==> src/rtl/victim_write_buffer_pkg.sv <==
// Shared types for the victim write buffer: drain FSM state encoding.
package victim_write_buffer_pkg;

    typedef enum logic {
        WB_IDLE  = 1'b0,
        WB_DRAIN = 1'b1
    } lc3b_wb_state;

endpackage

==> src/rtl/victim_write_buffer_wb_tag_match.sv <==
// Fully-associative tag/valid compare across all slots; emits one-hot match and its encoded index.
module wb_tag_match
    import victim_write_buffer_pkg::*;
#(
    parameter int ENTRIES = 4,
    parameter int TAG_W   = 12
) (
    input  logic [ENTRIES-1:0]            valid,
    input  logic [ENTRIES-1:0][TAG_W-1:0] tags,
    input  logic [TAG_W-1:0]              probe,
    output logic                          hit,
    output logic [ENTRIES-1:0]            onehot,
    output logic [$clog2(ENTRIES)-1:0]    idx
);

    localparam int IDX_W = $clog2(ENTRIES);

    always_comb begin
        onehot = '0;
        for (int i = 0; i < ENTRIES; i++) begin
            onehot[i] = valid[i] && (tags[i] == probe);
        end
    end

    // Valid tags are unique, so OR-encoding the one-hot vector yields the index.
    always_comb begin
        idx = '0;
        for (int i = 0; i < ENTRIES; i++) begin
            if (onehot[i]) begin
                idx = idx | IDX_W'(i);
            end
        end
    end

    assign hit = |onehot;

endmodule

==> src/rtl/victim_write_buffer.sv <==
// Circular victim-line write buffer with merge-on-evict, associative lookup and a
// threshold/flush-driven drain FSM toward physical memory.
module victim_write_buffer
    import victim_write_buffer_pkg::*;
#(
    parameter int ENTRIES      = 4,
    parameter int LINE_W       = 128,
    parameter int ADDR_W       = 16,
    parameter int OFFSET_W     = 4,
    parameter int DRAIN_THRESH = 1
) (
    input  logic                     clk,
    input  logic                     rst_n,
    input  logic                     evict_write,
    input  logic [ADDR_W-1:0]        evict_address,
    input  logic [LINE_W-1:0]        evict_data,
    output logic                     evict_ready,
    input  logic [ADDR_W-1:0]        lookup_address,
    output logic                     lookup_hit,
    output logic [LINE_W-1:0]        lookup_data,
    output logic                     pmem_write,
    output logic [ADDR_W-1:0]        pmem_address,
    output logic [LINE_W-1:0]        pmem_wdata,
    input  logic                     pmem_resp,
    input  logic                     flush,
    output logic                     flush_done,
    output logic [$clog2(ENTRIES):0] count
);

    localparam int TAG_W = ADDR_W - OFFSET_W;
    localparam int IDX_W = $clog2(ENTRIES);
    localparam int CNT_W = IDX_W + 1;

    logic [ENTRIES-1:0]            valid_q;
    logic [ENTRIES-1:0][TAG_W-1:0] tag_q;
    logic [LINE_W-1:0]             data_q [ENTRIES];
    logic [IDX_W-1:0]              head_q;
    logic [IDX_W-1:0]              tail_q;
    logic [CNT_W-1:0]              count_q;
    logic [CNT_W-1:0]              count_nxt;
    lc3b_wb_state                  state_q;
    logic                          flush_pending_q;
    logic                          flush_done_q;

    logic [TAG_W-1:0]   ev_tag;
    logic [TAG_W-1:0]   lk_tag;
    logic               ev_hit;
    logic               lk_hit;
    logic [ENTRIES-1:0] ev_onehot;
    logic [ENTRIES-1:0] lk_onehot;
    logic [IDX_W-1:0]   ev_idx;
    logic [IDX_W-1:0]   lk_idx;

    logic head_busy;
    logic merge_ok;
    logic alloc_ok;
    logic do_merge;
    logic do_alloc;
    logic do_pop;
    logic start_drain;
    logic flush_req;
    logic flush_fin;
    logic unused_bits;

    assign ev_tag = evict_address[ADDR_W-1:OFFSET_W];
    assign lk_tag = lookup_address[ADDR_W-1:OFFSET_W];
    assign unused_bits = ^{evict_address[OFFSET_W-1:0], lookup_address[OFFSET_W-1:0],
                           ev_onehot, lk_onehot};

    wb_tag_match #(.ENTRIES(ENTRIES), .TAG_W(TAG_W)) u_evict_match (
        .valid  (valid_q),
        .tags   (tag_q),
        .probe  (ev_tag),
        .hit    (ev_hit),
        .onehot (ev_onehot),
        .idx    (ev_idx)
    );

    wb_tag_match #(.ENTRIES(ENTRIES), .TAG_W(TAG_W)) u_lookup_match (
        .valid  (valid_q),
        .tags   (tag_q),
        .probe  (lk_tag),
        .hit    (lk_hit),
        .onehot (lk_onehot),
        .idx    (lk_idx)
    );

    // The head line is in flight while draining, so it may be neither merged nor duplicated.
    assign head_busy   = (state_q == WB_DRAIN) && (ev_idx == head_q);
    assign merge_ok    = ev_hit && !head_busy;
    assign alloc_ok    = !ev_hit && (count_q < CNT_W'(ENTRIES));
    assign evict_ready = merge_ok || alloc_ok;
    assign do_merge    = evict_write && merge_ok;
    assign do_alloc    = evict_write && alloc_ok;
    assign do_pop      = (state_q == WB_DRAIN) && pmem_resp;
    assign start_drain = (count_q >= CNT_W'(DRAIN_THRESH)) ||
                         (flush_pending_q && (count_q != '0));

    always_comb begin
        count_nxt = count_q;
        if (do_alloc && !do_pop) begin
            count_nxt = count_q + CNT_W'(1);
        end else if (!do_alloc && do_pop) begin
            count_nxt = count_q - CNT_W'(1);
        end
    end

    // A flush completes in the cycle the buffer becomes (or already is) empty.
    assign flush_req = flush_pending_q || flush;
    assign flush_fin = flush_req && (count_nxt == '0);

    always_ff @(posedge clk or negedge rst_n) begin
        if (!rst_n) begin
            valid_q         <= '0;
            head_q          <= '0;
            tail_q          <= '0;
            count_q         <= '0;
            state_q         <= WB_IDLE;
            flush_pending_q <= 1'b0;
            flush_done_q    <= 1'b0;
        end else begin
            if (do_pop) begin
                valid_q[head_q] <= 1'b0;
                head_q          <= head_q + 1'b1;
            end
            if (do_alloc) begin
                valid_q[tail_q] <= 1'b1;
                tail_q          <= tail_q + 1'b1;
            end
            count_q         <= count_nxt;
            flush_pending_q <= flush_req && !flush_fin;
            flush_done_q    <= flush_fin;
            case (state_q)
                WB_IDLE:  if (start_drain) state_q <= WB_DRAIN;
                WB_DRAIN: if (pmem_resp)   state_q <= WB_IDLE;
                default:                   state_q <= WB_IDLE;
            endcase
        end
    end

    always_ff @(posedge clk) begin
        if (do_alloc) begin
            tag_q[tail_q]  <= ev_tag;
            data_q[tail_q] <= evict_data;
        end else if (do_merge) begin
            data_q[ev_idx] <= evict_data;
        end
    end

    assign lookup_hit   = lk_hit;
    assign lookup_data  = lk_hit ? data_q[lk_idx] : '0;
    assign pmem_write   = (state_q == WB_DRAIN);
    assign pmem_address = {tag_q[head_q], {OFFSET_W{1'b0}}};
    assign pmem_wdata   = data_q[head_q];
    assign flush_done   = flush_done_q;
    assign count        = count_q;

endmodule

==> config.mk <==
export PLATFORM = sky130hd
export DESIGN_NAME = victim_write_buffer
export DESIGN_NICKNAME = d
export VERILOG_FILES = /design/src/rtl/victim_write_buffer_pkg.sv /design/src/rtl/victim_write_buffer_wb_tag_match.sv /design/src/rtl/victim_write_buffer.sv
export SDC_FILE = /design/constraint.sdc
export NUM_CORES = 1
export LEC_CHECK = 0
export ABC_CLOCK_PERIOD_IN_PS = 9900
export CAP_MARGIN = 20
export CORE_ASPECT_RATIO = 1.75
export CORE_MARGIN = 2
export CORE_UTILIZATION = 54
export CTS_CLUSTER_DIAMETER = 50
export DETAILED_ROUTE_END_ITERATION = 16
export PLACE_DENSITY = 0.81
export SLEW_MARGIN = 5
export SYNTH_ARGS = -nofsm -noshare
export SYNTH_HDL_FRONTEND = slang
export SYNTH_SLANG_ARGS = --single-unit
==> constraint.sdc <==
create_clock -name clk -period 9.9 [get_ports clk]
set_input_delay 1.98 -clock clk [delete_from_list [all_inputs] [get_ports clk]]
set_output_delay 1.98 -clock clk [all_outputs]
set_load 0.01 [all_outputs]
# [Word level (Yosys, flattened, before mapping)]
# Memories as Yosys holds them, arrays and structs flattened.
# Cells that the tools add are included.
[totals] ramBits=512 output_inout_bits=279 in_bits=165 memories=1 regBits=62
[mem_list] memory="data_q" depth=4 word_bits=128 rd=2 rd_ports_with_merged_regs=0 wr=1 line="victim_write_buffer.sv:36" rtl="logic [LINE_W-1:0] data_q [ENTRIES];"
[classes] n_reduce_logical=34 bitwise=4 muxes=31 n_eq_ne=9 add_sub_neg=4 order_cmp=6
[op_table] cell="$mux W128" count=2
[op_table] cell="$reduce_or A128 Y1" count=1
[op_table] cell="$eq A12 B12 Y1" count=8
[op_table] cell="$bwmux W48" count=1
[op_table] cell="$bmux W12 S2" count=1
[op_table] cell="$demux W12 S2" count=1
[op_table] cell="$mux W12" count=2
[op_table] cell="$logic_and A1 B1 Y1" count=21
[op_table] cell="$mux W1" count=12
[op_table] cell="$mux W2" count=5
[op_table] cell="$mux W4" count=2
[op_table] cell="$reduce_or A4 Y1" count=2
[op_table] cell="$lt A2 B3 Y1 const B" count=2
[op_table] cell="$mux W3" count=2
[op_table] cell="$logic_not A1 Y1" count=5
[op_table] cell="$add A2 B1 Y2 const B" count=2
[op_table] cell="$and A4 B4 Y4" count=1
[op_table] cell="$demux W1 S2" count=2
[op_table] cell="$ge A2 B1 Y1 const B" count=2
[op_table] cell="$not A4 Y4" count=1
[op_table] cell="$or A4 B4 Y4" count=1
[op_table] cell="$add A3 B1 Y3 const B" count=1
[op_table] cell="$ge A3 B1 Y1 const B" count=1
[op_table] cell="$logic_not A3 Y1" count=1
[op_table] cell="other kinds (7)" count=9

# [Longest topological paths before layout]
# Gate-level depths: netlist of run 1.
[depth] depth_word=15 depth_mapped=10

# [By module]
# Synthesis of run 1 repeated with hierarchy kept, for this count alone.
[hier_totals] cells_unflattened=1303 area_unflattened_um2=26581.7
[by_module_without_submodules] mod="victim_write_buffer" cells_per_inst=1129 instances=1 area_each_um2=25107.8 seq_area_each_um2=17166.5
[by_module_without_submodules] mod="wb_tag_match" cells_per_inst=87 instances=2 area_each_um2=737.0 seq_area_each_um2=0.0

# [Least setup slack after synthesis of run 1]
# OpenSTA, ideal clock, no wires.
[synth_timing] kind="input port to flip-flop" from="input evict_address[9]" to="memory data_q[0][0], enable pin" setup_ps=650 path_buffers=1 setup_slack_ps=-371 t_required_ps=9250 cell_stages=8 arrival_time_ps=9621 path_cell_list="buf_2 > xnor2_1 > nand4_1 > or4_4 > and2_4 > xnor2_2 > a311o_1 > o2bb2ai_1"
[synth_via] elab_chain_cells=15
[synth_rtl] element="from (decl)" line="victim_write_buffer.sv:15" rtl="input logic [ADDR_W-1:0] evict_address,"
[synth_rtl] element="$eq A12 B12 Y1" line="victim_write_buffer_wb_tag_match.sv:21" rtl="onehot[i] = valid[i] && (tags[i] == probe);"
[synth_rtl] element="$logic_and A1 B1 Y1" line="victim_write_buffer_wb_tag_match.sv:21"
[synth_rtl] element="$mux W1" line="victim_write_buffer_wb_tag_match.sv:29" rtl="if (onehot[i]) begin"
[synth_rtl] element="$mux W2 (2 in a row)" line="victim_write_buffer_wb_tag_match.sv:29"
[synth_rtl] element="$eq A2 B2 Y1" line="victim_write_buffer.sv:89" rtl="assign head_busy = (state_q == WB_DRAIN) && (ev_idx == head_q);"
[synth_rtl] element="$logic_and A1 B1 Y1" line="victim_write_buffer.sv:89"
[synth_rtl] element="$logic_not A1 Y1" line="victim_write_buffer.sv:90" rtl="assign merge_ok = ev_hit && !head_busy;"
[synth_rtl] element="$logic_and A1 B1 Y1" line="victim_write_buffer.sv:90"
[synth_rtl] element="$logic_and A1 B1 Y1" line="victim_write_buffer.sv:93" rtl="assign do_merge = evict_write && merge_ok;"
[synth_rtl] element="$mux W1" line="victim_write_buffer.sv:145" rtl="end else if (do_merge) begin"
[synth_rtl] element="$mux W1" line="victim_write_buffer.sv:142" rtl="if (do_alloc) begin"
[synth_rtl] element="$mux W1 (implied by the code)" line="victim_write_buffer.sv:146" rtl="data_q[ev_idx] <= evict_data;"
[synth_rtl] element="$reduce_or A128 Y1 (no line)"
[synth_rtl] element="$mux W2 (no line) / $mux W1 (equally long branches)"
[synth_rtl] element="to (decl)" line="victim_write_buffer.sv:36"
# Parallel ways exist; a longest one is shown, timed or not.

# [Final worst setup path of run 1]
[layout_timing] from="input lookup_address[10]" to="output lookup_data[112]"
[layout_via] elab_chain_cells=7
[layout_rtl] element="from (decl)" line="victim_write_buffer.sv:18" rtl="input logic [ADDR_W-1:0] lookup_address,"
[layout_rtl] element="$eq A12 B12 Y1" line="victim_write_buffer_wb_tag_match.sv:21"
[layout_rtl] element="$logic_and A1 B1 Y1" line="victim_write_buffer_wb_tag_match.sv:21"
[layout_rtl] element="$mux W1" line="victim_write_buffer_wb_tag_match.sv:29"
[layout_rtl] element="$mux W2 (2 in a row)" line="victim_write_buffer_wb_tag_match.sv:29"
[layout_rtl] element="$mem_v2 Z4 W128"
[layout_rtl] element="$mux W128 *" line="victim_write_buffer.sv:151" rtl="assign lookup_data = lk_hit ? data_q[lk_idx] : '0;"
[layout_rtl] element="to (decl)" line="victim_write_buffer.sv:20" rtl="output logic [LINE_W-1:0] lookup_data,"
# Mark *: on every way between the ends. The rest lies on a longest branch, timed or not.

==> results of run 1 <==
registers in the layout, summed over array words and instances (netlist names):
name,count
tag_q,48
data_q,512
tail_q,2
head_q,2
valid_q,4
count,3
pmem_write,1
flush_pending_q,1
flush_done,1
per-layer routing:
layer  global-route usage  vias to the layer above  wire, um
li1                     -                     7451         -
met1                0.326                     8694     26000
met2                0.502                      757     39400
met3               0.0571                      171      5120
met4                0.144                        8      4050
met5                    0                        -        57
cell families after synthesis:
family,synth area share
AOI/OAI and AO/OA,0.0894
muxes,0.166
buffers and inverters,0.0291
DFF,0.639
adders and majority gates,0.00638
and+or+nand+nor,0.0362
xor gates and xnor gates,0.0338
other,0.000140
report_power, final:
group / switching [mW] / internal (mW) / total, mW
clock network: 0.859 / 1.17 / 2.02
registers: 0.266 / 3.06 / 3.33
logic: 1.23 / 1.37 / 2.60
total: 2.35 / 5.60 / 7.95
how the worst min path moves through the flow:
stage / start / to / slack (ns) / depth (start not counted)
2_1_floorplan: valid_q[0] / valid_q[0] / 0.47 / 1
3_3_place_gp: valid_q[1] / valid_q[1] / 0.56 / 1
3_5_place_dp: valid_q[1] / valid_q[1] / 0.56 / 1
4_1_cts: valid_q[1] / valid_q[1] / 0.58 / 1
5_1_grt: valid_q[1] / valid_q[1] / 0.61 / 1
6_report: flush_pending_q / pmem_write / 0.58 / 2
layout by cell type (no fill, tap or decap), types with 3 or more instances in the layout:
cell / synthesis / layout
or4_4: 4 / 4
buf_4: 4 / 13
nor4_1: 4 / 4
o21ai_1: 110 / 110
o21ai_0: 20 / 20
nor2_1: 7 / 5
clkdlybuf4s50_1: 0 / 431
inv_1: 7 / 7
o21bai_1: 128 / 128
conb_1: 1 / 4
nand3_1: 10 / 10
nand4_1: 17 / 17
and3_2: 4 / 4
nand2_1: 147 / 147
mux4_2: 140 / 140
ha_1: 12 / 12
a21o_1: 4 / 4
mux2i_1: 129 / 129
xnor2_1: 93 / 93
buf_12: 0 / 7
bufinv_16: 0 / 8
dfrtp_1: 14 / 12
diode_2: 0 / 9
a21oi_1: 129 / 128
clkbuf_16: 0 / 51
clkinv_1: 0 / 11
clkbuf_1: 79 / 6
edfxtp_1: 560 / 560
clkinvlp_4: 0 / 3
clkinv_2: 0 / 5
xor2_1: 7 / 7
critical path, delay by kind of cell:
family	cells	cell delay, ns
and+or+nand+nor	4	1.18
buffers and inverters	4	2.13
xor gates and xnor gates	1	0.17
AOI/OAI and AO/OA	2	0.28
per-stage QoR:
step | setup WS, ns | TNS [ns] | hold slack, ns
final | 1.93 | 0 | 0.584
after global placement | 1.69 | 0 | 0.562
after global routing | 1.84 | 0 | 0.611
after CTS | 1.93 | 0 | 0.578
after floorplan | -0.371 | -94.97 | 0.471
after detailed placement | 1.99 | 0 | 0.561
cell type report:
cell class / count / area (um2)
Inverter: 7 / 26.3
Clock buffer: 59 / 1330
Tap cell: 660 / 826
Antenna cell: 9 / 22.5
Clock inverter: 31 / 364
Sequential cell: 574 / 17200
Timing Repair Buffer: 451 / 4550
Multi-Input combinational cell: 1000 / 9020
Fill cell: 3307 / 16000
==> results.md, run 1 <==
## Critical path
- Worst Reg-to-Reg Cells: 8
- most used cell, CP: clkdlybuf4s50_1
- Setup crit end kind: output pin
- crit path cell chain: clkdlybuf4s50_1 > xnor2_1 > nand4_1 > nor4_2 > nor2_4 > buf_12 > buf_4 > nand2_1 > o21ai_0 > a21oi_1 > clkdlybuf4s50_1
- Worst Setup Start Kind: input pin
- kind of critical path: input pin to output pin
- endpoint of the most critical setup path: lookup_data[112]
- slowest CP cell: nor4_2
- reg-to-reg critical path startpoint: tag_q[37]
- CP required: 7.92 ns
- Critical Path Fanout Max: 189
- register-to-register path setup slack: 5.86 ns
- Worst path max stage delay: 0.80 ns
- CP Data Arrival Time: 5.99 ns
- Critical path origin: lookup_address[10]
- Crit Reg-Reg Endpoint: data_q[2][115]

## Placed design
- routability congestion estimate: 0.862
- post-placement cell count: 2,692
- port buffer count: 431
- post-detailed-placement half-perimeter wirelength: 46,500 um
- cell area after placement: 31,600 um2

## Synth
- number of synthesis warnings: 0
- asr flop ratio synth: 0.0244
- synthesized area divided by synthesized cell count: 15.6 um2
- Top FF cell, synth: edfxtp_1
- post-synth design cell area: 26,800 um2
- number of synthesized flops with an enable pin: 560
- cell with the most instances after synthesis: edfxtp_1
- Commonest cells post-synth: edfxtp_1 (560), nand2_1 (147), mux4_2 (140)
- gate count after technology mapping: 1,723
- number of flip-flops and latches in the synthesized netlist: 574
- sequential-to-total area share from yosys stat: 0.639
- number of distinct library cells after synthesis: 49
- area leader, netlist: edfxtp_1
- top-area cell type share of the netlist area: 0.626
- top cells by area, synth: edfxtp_1 (63%), mux4_2 (12%), mux2i_1 (4.8%)

## STA
- number of endpoints failing setup at the final stage: 0
- RSZ-0062 raised after global routing: false
- actual slew at the worst max-slew pin: 1.17 ns
- headroom to the max-slew limit: 0.218
- Max Transition Viols Final: 0
- final worst-path cycle share: 0.805
- worst clock skew on the final layout: 0.0206 ns
- count of endpoints failing hold in the final timing report: 0
- upper clock frequency limit: 0.125 GHz
- minimum clock period after layout: 7.97 ns

## Global routing
- maximum number of pins on one net before global-route repair: 190
- number of global-route vias before repair: 17,700
- wire length of the first global-routing pass: 110,000 um
- global-route congestion overflow total: 0
- aggregate global-route resource usage: 0.283
- initial antenna violation count: 12

## Routing
- first-pass iteration count of the detailed router: 5
- DRT Wirelength: 74,600 um
- DRC errors left: 0
- average vias per placed instance: 6.12
- Antenna Nets Post-Route: 0
- drt first-iter violations: 1,442
- total via count in the routed design: 17,100
- DR WL/cell: 26.7 um

## Run status
- status: finished, final reports clean

## Floorplanning
- placeable core region: 49,300 um2
- die span in y: 299 um
- Total Die Area: 51,600 um2
- floorplan row count: 108
- die boundary width: 173 um
- I/O pin count: 444
- effective utilization at floorplan: 0.544

## Clocking
- total CTS buffers: 50
- Setup Fix Bufs, Post-CTS: 0
- clock net sink count: 574
- number of H-tree levels: 2
- root buffer selected by CTS: clkbuf_16
- total of cells resized after clock tree synthesis: 0
- # hold bufs at CTS: 0
- number of buffers between clock root and the deepest sink: 3
- Worst-Skew Late Latency: 0.57 ns
- clock tree from TritonCTS: yes
- clock-pin slew of the registers on the worst-case setup and hold paths: 0.06 ns

## Finish
- final standard cell area without fillers: 33,300 um2
- fraction of final layout cells with drive strength greater than 1: 0.123
- final design utilization: 0.675
- Post-layout nets: 2,261
- area added between synthesis and finish: 24.1%
- non-filler cells, final: 2,791

## Power and ir drop
- P per Cell Area: 239 nW/um2
- maximum vdd drop: 0.231 mV
- Pleak: 10.5 nW
- total power: 7.95 mW

## Job
- max-capacitance violation count: 0

## Min path
- worst hold path type: flip-flop to flip-flop

Note: power is estimated with default switching activity, not from simulation.
==> inputs of run 2 (changes only) <==
ABC_CLOCK_PERIOD_IN_PS = 7000   (was 9900)
CORE_UTILIZATION = 49   (was 54)
PLACE_DENSITY = 0.77   (was 0.81)
clock period = 7 ns   (was 9.9 ns; I/O delays follow)
==> run 2 against run 1 <==
Net effect:
- clock skew hardly changed
- worst setup slack worse by 1.2 ns
- critical endpoint is now lookup_data[11]
- via count decreased by 0.26%
- core utilization shrank 5.6 points
- die area grew 10%
- sequential power grew 41%
==> results.md, run 2 (synthesis results as in run 1) <==
## Routing
- Top Layer Used: met5
- first-pass iteration count of the detailed router: 5, unchanged
- Met1 Routed Length: 26,000 um, +0.18%
- total via count in the routed design: 17,000, -0.26%
- wire length on met2: 39,900 um, +1.2%
- Antenna Nets Post-Route: 0, unchanged
- DRC errors left: 0, unchanged
- average vias per placed instance: 6.00, -1.9%
- DR WL/cell: 26.8 um, +0.17%
- DRT Wirelength: 76,000 um, +1.9%
- sum of met3 wire segment lengths after detailed routing: 5620 um, +9.8%
- drt first-iter violations: 1,280, -11%

## Clocking
- Worst-Skew Late Latency: 0.59 ns, +0.02 ns
- root buffer selected by CTS: clkbuf_16
- Setup Fix Bufs, Post-CTS: 0, unchanged
- total CTS buffers: 51, +2.0%
- number of buffers between clock root and the deepest sink: 3, unchanged
- clock net sink count: 574, unchanged
- number of H-tree levels: 2, unchanged
- total of cells resized after clock tree synthesis: 0, unchanged
- clock-pin slew of the registers on the worst-case setup and hold paths: 0.06 ns, about the same
- clock tree from TritonCTS: yes
- # hold bufs at CTS: 0, unchanged

## Global routing
- maximum number of pins on one net before global-route repair: 129, -32%
- initial antenna violation count: 16, +4
- aggregate global-route resource usage: 0.264, -0.0191
- wire length of the first global-routing pass: 112,000 um, +1.9%
- global-route congestion overflow total: 0, unchanged
- number of global-route vias before repair: 18,000, +2.2%

## Critical path
- CP Data Arrival Time: 4.88 ns, -1.11 ns
- Worst Setup Start Kind: input pin
- CP required: 5.60 ns, -2.32 ns
- Setup crit end kind: output pin
- Critical Path Fanout Max: 128, -32%
- kind of critical path: input pin to output pin

## Placed design
- routability congestion estimate: 0.913, +5.9%
- cell area after placement: 31,900 um2, +0.88%
- worst setup slack after placement: 0.629 ns, -1.36 ns
- post-detailed-placement half-perimeter wirelength: 48,300 um, +3.9%
- port buffer count: 431, unchanged

## Finish
- final standard cell area without fillers: 33,600 um2, +0.90%
- largest register by flop count: data_q
- Post-layout nets: 2,273, +0.53%
- Filler cells: 4,010, +21%
- most used cells in the layout excluding fill and tap cells: edfxtp_1 (560), clkdlybuf4s50_1 (431), nand2_1 (147)
- final design utilization: 0.619, -0.0563
- most common library cell in the layout ignoring fill and taps: edfxtp_1
- fraction of final layout cells with drive strength greater than 1: 0.128, +0.00481
- area added between synthesis and finish: 25.2%
- Largest register FFs: 512, unchanged
- registers with the most flip-flops: data_q x512, tag_q x48, valid_q x4

## Floorplanning
- floorplan row count: 113, +4.6%
- Total Die Area: 56,800 um2, +10%
- I/O pin count: 444, unchanged
- placeable core region: 54,300 um2, +10%
- effective utilization at floorplan: 0.495, -0.0498
- die boundary width: 181 um, +4.9%
- die span in y: 314 um, +4.9%

## Power and ir drop
- Pleak: 10.6 nW, +1.2%
- switching pwr: 3.34 mW, +42%
- sequential share of power: 0.415, -0.003
- combinational cell fraction of total power: 0.331, +0.004
- part of the power in the clock network: 0.254, about the same
- P per Cell Area: 335 nW/um2, +40%
- Net Sw Frac: 0.296, +0.000393
- maximum vdd drop: 0.313 mV, +35%
- Internal: 7.92 mW, +42%

## Job
- max-capacitance violation count: 0, unchanged

## STA
- RSZ-0062 raised after global routing: false
- Max Transition Viols Final: 0, unchanged
- Worst Slack Setup Final: 0.723 ns, -1.20 ns
- count of endpoints failing hold in the final timing report: 0, unchanged
- minimum clock period after layout: 6.28 ns
- Hold Worst Slack: 0.564 ns, -0.0202 ns
- headroom to the max-slew limit: 0.293, +0.0751
- actual slew at the worst max-slew pin: 1.06 ns, -0.113 ns
- number of endpoints failing setup at the final stage: 0, unchanged
- final worst-path cycle share: 0.897
- worst clock skew on the final layout: 0.0204 ns, -0.000188 ns
- upper clock frequency limit: 0.159 GHz

## Min path
- worst hold path type: flip-flop to flip-flop

## Run status
- status: finished, final reports clean

==> run 2: area by class of cell <==
type                       instances  area [um2]  area share
timing repair buffer             462        4790       0.143
multi-input combinational       1000        9020       0.268
clock inverter                    29         294     0.00875
antenna                           13        32.5    0.000968
sequential                       574       17200       0.511
inverter                           7        26.3    0.000782
tap                              690         863      0.0257
clock buffer                      64        1410      0.0419
==> run 2: critical path, cell delays in order <==
cell and delay, ns:
clkdlybuf4s50_1 0.61, xnor2_1 0.18, nand4_1 0.26, nor4_2 0.59, buf_4 0.25, a21oi_4 0.06, buf_12 0.26, o21ai_1 0.33
a21oi_1 0.09, clkdlybuf4s50_1 0.61
==> run 2: final timing paths <==
kind | cells after the start | start | slack, ns | endpoint
max | 10 | lookup_address[10] | 0.72 | lookup_data[11]
min | 2 | flush_pending_q | 0.56 | pmem_write
max reg2reg | 8 | tag_q[32] | 3.09 | data_q[2][100]
min reg2reg | 2 | flush_pending_q | 0.56 | pmem_write
max in group asynchronous | 1 | rst_n | 5.33 | head_q[1]
min in group asynchronous | 1 | rst_n | 1.21 | pmem_write
==> run 2: stage by stage <==
stage          power (mW)  std cells  setup TNS [ns]
2_1_floorplan        6.67       1726         -688.89
3_3_place_gp         8.42       2732               0
3_5_place_dp         8.49       2733               0
4_1_cts              11.4       2826               0
5_1_grt              11.7       2837               0
6_report             11.3       2839               0
==> run 2: routing by layer <==
| layer | global-route usage | up-vias |
|---|---|---|
| met5 | 0 | - |
| met4 | 0.147 | 8 |
| met3 | 0.0589 | 179 |
| met2 | 0.465 | 728 |
| met1 | 0.298 | 8629 |
| li1 | - | 7492 |
==> run 2: power groups by stage <==
stage | logic [mW] | clock network [mW] | registers [mW]
2_1_floorplan | 2.03 | 0 | 4.64
3_5_place_dp | 3.75 | 0 | 4.74
3_3_place_gp | 3.73 | 0 | 4.69
4_1_cts | 3.77 | 2.92 | 4.67
6_report | 3.73 | 2.86 | 4.68
5_1_grt | 3.93 | 3.02 | 4.73
==> inputs of run 3 (changes only) <==
SKIP_LAST_GASP = 1   (was not set)
==> results of run 3 <==
The final DEF is identical to that of run 2; final timing and power are the same.
